## src/rtl/opseq_pkg.sv

```systemverilog
// Shared types and constants for the register operand sequencer.
package opseq_pkg;

  typedef enum logic [1:0] {
    IDLE  = 2'd0,
    READ  = 2'd1,
    EXEC  = 2'd2,
    WRITE = 2'd3
  } state_e;

  localparam logic [1:0] OP_IMM  = 2'b00;
  localparam logic [1:0] OP_CALC = 2'b01;
  localparam logic [1:0] OP_COPY = 2'b10;

  // Indices 6 and 7 are the external in/out ports, not bank registers.
  localparam logic [2:0] REG_IMM_DST  = 3'd0;
  localparam logic [2:0] REG_CALC_A   = 3'd1;
  localparam logic [2:0] REG_CALC_B   = 3'd2;
  localparam logic [2:0] REG_CALC_DST = 3'd3;
  localparam logic [2:0] PORT_IN      = 3'd6;
  localparam logic [2:0] PORT_OUT     = 3'd7;

endpackage

```

## src/rtl/opseq_decode.sv

```systemverilog
// Combinational instruction decoder: opcode class, source/destination index,
// ALU function and legality for the configured bank size.
module opseq_decode
  import opseq_pkg::*;
#(
  parameter int NUM_REGS = 6
) (
  input  logic [7:0] instr,
  output logic [1:0] op,
  output logic [2:0] src,
  output logic [2:0] dst,
  output logic [2:0] fn,
  output logic       legal
);

  logic src_ok;
  logic dst_ok;

  // A source may be a bank register or the input port; a destination may be
  // a bank register or the output port.
  assign src_ok = (instr[5:3] < 3'(NUM_REGS)) || (instr[5:3] == PORT_IN);
  assign dst_ok = (instr[2:0] < 3'(NUM_REGS)) || (instr[2:0] == PORT_OUT);

  always_comb begin
    op    = instr[7:6];
    src   = instr[5:3];
    dst   = instr[2:0];
    fn    = instr[2:0];
    legal = 1'b0;
    case (instr[7:6])
      OP_IMM: begin
        dst   = REG_IMM_DST;
        legal = 1'b1;
      end
      OP_CALC: begin
        src   = REG_CALC_A;
        dst   = REG_CALC_DST;
        legal = 1'b1;
      end
      OP_COPY: legal = src_ok && dst_ok;
      default: legal = 1'b0;
    endcase
  end

endmodule

```

## src/rtl/reg_operand_sequencer.sv

```systemverilog
// Sequences IMM / COPY / CALC instructions onto the register bank and ALU.
// Optional retire counter port enabled by defining OPSEQ_RETIRE_CNT_EN.
module reg_operand_sequencer
  import opseq_pkg::*;
#(
  parameter int NUM_REGS = 6,
  parameter int ALU_LAT  = 1
) (
  input  logic                clk,
  input  logic                rst,
  input  logic [7:0]          instr,
  input  logic                instr_valid,
  output logic                instr_ready,
  output logic [NUM_REGS-1:0] load_sel,
  output logic [NUM_REGS-1:0] input_sel,
  output logic [NUM_REGS-1:0] save_sel,
  output logic [7:0]          save_value,
  input  logic [7:0]          bus1,
  input  logic [7:0]          bus2,
  output logic [7:0]          alu_a,
  output logic [7:0]          alu_b,
  output logic [2:0]          alu_fn,
  input  logic [7:0]          alu_result,
  input  logic [7:0]          ext_in,
  output logic [7:0]          ext_out,
  output logic                ext_out_valid,
  output logic                illegal
`ifdef OPSEQ_RETIRE_CNT_EN
  ,
  output logic [15:0]         retire_cnt
`endif
);

  state_e     state_q, state_d;
  logic [1:0] op_q, op_d;
  logic [2:0] src_q, src_d;
  logic [2:0] dst_q, dst_d;
  logic [2:0] fn_q, fn_d;
  logic [7:0] op_a_q, op_a_d;
  logic [7:0] op_b_q, op_b_d;
  logic [2:0] cnt_q, cnt_d;
  logic       ready_q, ready_d;
  logic       illegal_q, illegal_d;
  logic [7:0] ext_out_q, ext_out_d;
  logic       ext_vld_q, ext_vld_d;

  logic [1:0] dec_op;
  logic [2:0] dec_src, dec_dst, dec_fn;
  logic       dec_legal;

  opseq_decode #(.NUM_REGS(NUM_REGS)) u_decode (
    .instr (instr),
    .op    (dec_op),
    .src   (dec_src),
    .dst   (dec_dst),
    .fn    (dec_fn),
    .legal (dec_legal)
  );

  function automatic logic [NUM_REGS-1:0] onehot(input logic [2:0] idx);
    onehot = {{(NUM_REGS-1){1'b0}}, 1'b1} << idx;
  endfunction

  always_comb begin
    state_d    = state_q;
    op_d       = op_q;
    src_d      = src_q;
    dst_d      = dst_q;
    fn_d       = fn_q;
    op_a_d     = op_a_q;
    op_b_d     = op_b_q;
    cnt_d      = cnt_q;
    ext_out_d  = ext_out_q;
    illegal_d  = 1'b0;
    ext_vld_d  = 1'b0;
    load_sel   = '0;
    input_sel  = '0;
    save_sel   = '0;
    save_value = 8'h00;
    alu_a      = 8'h00;
    alu_b      = 8'h00;
    alu_fn     = 3'b000;
    case (state_q)
      IDLE: begin
        if (instr_valid && ready_q) begin
          if (!dec_legal) begin
            illegal_d = 1'b1;
          end else begin
            op_d  = dec_op;
            src_d = dec_src;
            dst_d = dec_dst;
            fn_d  = dec_fn;
            if (dec_op == OP_IMM) begin
              op_a_d  = {2'b00, instr[5:0]};
              state_d = WRITE;
            end else begin
              state_d = READ;
            end
          end
        end
      end
      READ: begin
        if (op_q == OP_CALC) begin
          load_sel  = onehot(REG_CALC_A);
          input_sel = onehot(REG_CALC_B);
          op_a_d    = bus1;
          op_b_d    = bus2;
          cnt_d     = 3'(ALU_LAT - 1);
          state_d   = EXEC;
        end else begin
          if (src_q == PORT_IN) begin
            op_a_d = ext_in;
          end else begin
            load_sel = onehot(src_q);
            op_a_d   = bus1;
          end
          state_d = WRITE;
        end
      end
      EXEC: begin
        alu_a  = op_a_q;
        alu_b  = op_b_q;
        alu_fn = fn_q;
        if (cnt_q == 3'd0) begin
          op_a_d  = alu_result;
          state_d = WRITE;
        end else begin
          cnt_d = cnt_q - 3'd1;
        end
      end
      WRITE: begin
        save_value = op_a_q;
        if (op_q == OP_COPY && dst_q == PORT_OUT) begin
          ext_out_d = op_a_q;
          ext_vld_d = 1'b1;
        end else begin
          save_sel = onehot(dst_q);
        end
        state_d = IDLE;
      end
      default: state_d = IDLE;
    endcase
    // Registered so that ready is low on the first cycle after reset.
    ready_d = (state_d == IDLE);
  end

  always_ff @(posedge clk) begin
    if (rst) begin
      state_q   <= IDLE;
      op_q      <= 2'b00;
      src_q     <= 3'd0;
      dst_q     <= 3'd0;
      fn_q      <= 3'd0;
      op_a_q    <= 8'h00;
      op_b_q    <= 8'h00;
      cnt_q     <= 3'd0;
      ready_q   <= 1'b0;
      illegal_q <= 1'b0;
      ext_out_q <= 8'h00;
      ext_vld_q <= 1'b0;
    end else begin
      state_q   <= state_d;
      op_q      <= op_d;
      src_q     <= src_d;
      dst_q     <= dst_d;
      fn_q      <= fn_d;
      op_a_q    <= op_a_d;
      op_b_q    <= op_b_d;
      cnt_q     <= cnt_d;
      ready_q   <= ready_d;
      illegal_q <= illegal_d;
      ext_out_q <= ext_out_d;
      ext_vld_q <= ext_vld_d;
    end
  end

  assign instr_ready   = ready_q;
  assign illegal       = illegal_q;
  assign ext_out       = ext_out_q;
  assign ext_out_valid = ext_vld_q;

`ifdef OPSEQ_RETIRE_CNT_EN
  logic [15:0] retire_q;

  always_ff @(posedge clk) begin
    if (rst) begin
      retire_q <= 16'h0000;
    end else if (state_q == WRITE) begin
      retire_q <= retire_q + 16'h0001;
    end
  end

  assign retire_cnt = retire_q;
`endif

endmodule

```

## config.mk

```make
export PLATFORM = sky130hd
export DESIGN_NAME = reg_operand_sequencer
export DESIGN_NICKNAME = d
export VERILOG_FILES = /design/src/rtl/opseq_pkg.sv /design/src/rtl/opseq_decode.sv /design/src/rtl/reg_operand_sequencer.sv
export SDC_FILE = /design/constraint.sdc
export NUM_CORES = 1
export LEC_CHECK = 0
export CORE_MARGIN = 1.5
export CORE_UTILIZATION = 48
export DETAILED_ROUTE_END_ITERATION = 16
export PLACE_DENSITY_LB_ADDON = 0.3
export REMOVE_ABC_BUFFERS = 1
export SLEW_MARGIN = 40
export SYNTH_ARGS = -nofsm -noshare
export SYNTH_HDL_FRONTEND = slang
export SYNTH_SLANG_ARGS = --single-unit
```

## constraint.sdc

```tcl
create_clock -name clk -period 2.7 [get_ports clk]
set_clock_uncertainty 0.05 [all_clocks]
set_input_delay 0.27 -clock clk [delete_from_list [all_inputs] [get_ports clk]]
set_output_delay 0.27 -clock clk [all_outputs]
set_load 0.005 [all_outputs]
```

==> results.yml <==
critical_path:
  crit_fanout: 18
  end_kind: "primary output"
  required_ns: 2.38
  worstPathArrival_ns: 2.16
  critPathKind: "reg -> out"
  start_kind: "flop"
synthesis:
  synthFlopType: "dfxtp_1"
  synth_cells: 311
  synth.distinct_cells: 50
  syn_area_um2: 2560
  yosysWarnings: 0
  ys_ff_latch: 43
  synth_edf_count: 0
  async_flop_share_pct: 0
  avgSynthCellArea_um2: 8.25
  seq_area_frac_synth_pct: 33.6
outcome:
  status: "completed"
cts:
  htreeDepth: 2
  cts_resized: 0
  clockBufferDepth: 2
  clk_latency_ns: 0.30
  tritoncts: "done"
  ctsHoldBuffers: 0
  cts_buffers: 5
  clk_pin_slew_ns: 0.08
  postCtsSetupBuffers: 0
  cts.sinks: 43
  root_buffer: "clkbuf_8"
grt:
  grt_antenna_before_repair: 0
  grt_pass1_wl_um: 11500
  gr-usage-all-layers_pct: 24.2
  grt_max_degree: 27
  first_global_vias: 2429
  gr-total-overflow: 0
power:
  ir_drop_mv: 0.461
  power_density_nw_per_um2: 676
  p_leak_nw: 1.28
die:
  coreArea_um2: 5140
  initial_utilization_pct: 49.9
  die_h_um: 76.1
  num_rows: 26
  boundaryPins: 99
  die_area_um2: 5790
  die_x_um: 76.1
layout:
  nets: 447
  stdcell_area_um2: 3590
  seq_area_um2: 861
  n_fill_cell: 460
  diodes: 0
  final_cell_count_no_fill: 468
  syn_to_final_growth_pct: 39.9
  multi_input_area_um2: 1520
  drive_gt1_share_pct: 9.05
sta:
  max_clock_freq_ghz: 0.403
  tns_ns: 0
  report.final.slew_viol_count: 0
  post-route-period-util_pct: 92.0
  finalSetupViolCount: 0
  finalHoldViolations: 0
  finalCriticalPeriod_ns: 2.48
  tightest_slew_ns: 0.582
  max-slew-margin-rel_pct: 61.1
  rsz0062_at_grt: "false"
placement:
  hpwl_um: 5100
  dp_cells: 460
  gp_congestion: 0.824
  portBuffers: 93
  place_area_um2: 3490
drt:
  drc_errors: 0
  drt_first_pass_iters: 4
  routed-via-count: 2534
  totalWireLength_um: 6810
  ant_nets: 0
  detail_route.iter0.violations: 172
  via_per_inst: 5.41
  drt-wirelength-per-cell_um: 14.5
flow_run:
  drv_cap: 0
hold_path:
  min_path_type: "reg -> reg"
==> worst max-delay path, stage by stage (launching register included) <==
cell	delay (ns)
dfxtp_1	0.34
inv_1	0.12
ha_1	0.43
buf_4	0.31
and2_1	0.15
clkdlybuf4s50_1	0.50
==> routing by layer <==
| metal | global-route usage (%) | part of all wire, % |
|---|---|---|
| met2 | 41.0 | 47 |
| met3 | 4.55 | 7.4 |
| met1 | 32.9 | 45 |
| met4 | 3.52 | 0.51 |
| met5 | 0 | 0 |
==> per-stage QoR <==
step	power, mW	util [%]	setup slack, ns	hold slack (ns)
global route	2.62	69.8	0.0617	0.422
CTS	2.43	69.8	0.190	0.404
finish	2.43	69.8	0.216	0.403
detailed placement	1.99	67.9	0.490	0.392
floorplan	1.59	-	0.570	0.289
global placement	1.95	67.9	0.564	0.388
==> layout make-up <==
class                      instances  area share (%)
sequential                        43            24.0
tap                               70            2.44
clock inverter                     2           0.453
timing repair buffer             100            27.4
clock buffer                       6            2.30
multi-input combinational        238            42.5
inverter                           9           0.941
==> cell families after synthesis <==
family / count (synthesis) / share of synthesized area [%]
xor+xnor: 1 / 0.342
compound gates: 73 / 19.0
mux: 19 / 7.51
fa+ha+maj: 7 / 3.41
other cells: 1 / 0.146
buf+inv: 34 / 7.61
flops: 43 / 33.6
simple gates: 133 / 28.4
==> flip-flops by register name, summed over array words and instances (netlist names), 2 cells and up <==
| signal | flops |
|---|---|
| op_b_q | 8 |
| op_q | 2 |
| src_q | 3 |
| cnt_q | 3 |
| dst_q | 3 |
| state_q | 2 |
| op_a_q | 8 |
| ext_out | 8 |
| fn_q | 3 |
==> synthesized netlist by cell type, drive strengths merged (2+ instances only) <==
| cell | number | share of area, % |
|---|---|---|
| and3b | 2 | 0.73 |
| nor2 | 22 | 3.3 |
| a21oi | 28 | 5.5 |
| nand3 | 6 | 1.2 |
| a31oi | 14 | 3.4 |
| and3 | 4 | 1.1 |
| nor3 | 7 | 1.4 |
| nor2b | 4 | 0.98 |
| nand4 | 3 | 0.73 |
| nand2b | 9 | 2.2 |
| inv | 8 | 1.2 |
| ha | 7 | 3.4 |
| a311oi | 7 | 2.4 |
| o31ai | 2 | 0.59 |
| buf | 11 | 3.9 |
| a211oi | 3 | 1.1 |
| and2 | 30 | 7.4 |
| nand2 | 31 | 4.5 |
| a221oi | 2 | 1.4 |
| o21ai | 8 | 1.6 |
| mux2 | 2 | 0.88 |
| mux2i | 17 | 6.6 |
| dfxtp | 43 | 34 |
| clkbuf | 14 | 2.4 |
| or2 | 7 | 1.7 |
| a21bo | 3 | 1.2 |
| nand3b | 4 | 1.2 |
| a21boi | 2 | 0.59 |
==> report_power, final <==
part / leakage, nW / switching (mW) / internal [mW]
combinational: 0.882 / 0.612 / 0.538
sequential: 0.349 / 0.0999 / 0.738
clock: 0.0474 / 0.231 / 0.209
total: 1.28 / 0.942 / 1.48
==> layout by cell type (no fill, tap or decap), types with 2 or more instances in the layout <==
cell type / instances
nor2b_1: 4
conb_1: 5
and3_1: 2
a31oi_1: 14
clkbuf_8: 6
nand4_1: 3
clkdlybuf4s50_1: 93
nand2_1: 31
a21bo_2: 3
nand3b_1: 4
ha_1: 7
or2_2: 7
inv_1: 8
nor2_1: 21
buf_4: 7
o21ai_0: 8
and3_2: 2
nor3_1: 7
and2_1: 28
nand3_1: 6
o31ai_1: 2
a311oi_1: 7
dfxtp_1: 43
a21oi_1: 28
mux2i_1: 17
nand2b_1: 9
mux2_2: 2
a211oi_1: 2
==> worst paths after layout <==
| check | from | to | slack, ns | cells after the start |
|---|---|---|---|---|
| setup / recovery | state_q[0] | alu_a[1] | 0.22 | 5 |
| hold / removal | op_b_q[4] | op_b_q[4] | 0.40 | 2 |
| setup reg to reg | state_q[0] | op_a_q[6] | 0.47 | 7 |
| hold reg to reg | op_b_q[4] | op_b_q[4] | 0.40 | 2 |
Power figures use the tool's default switching activity.
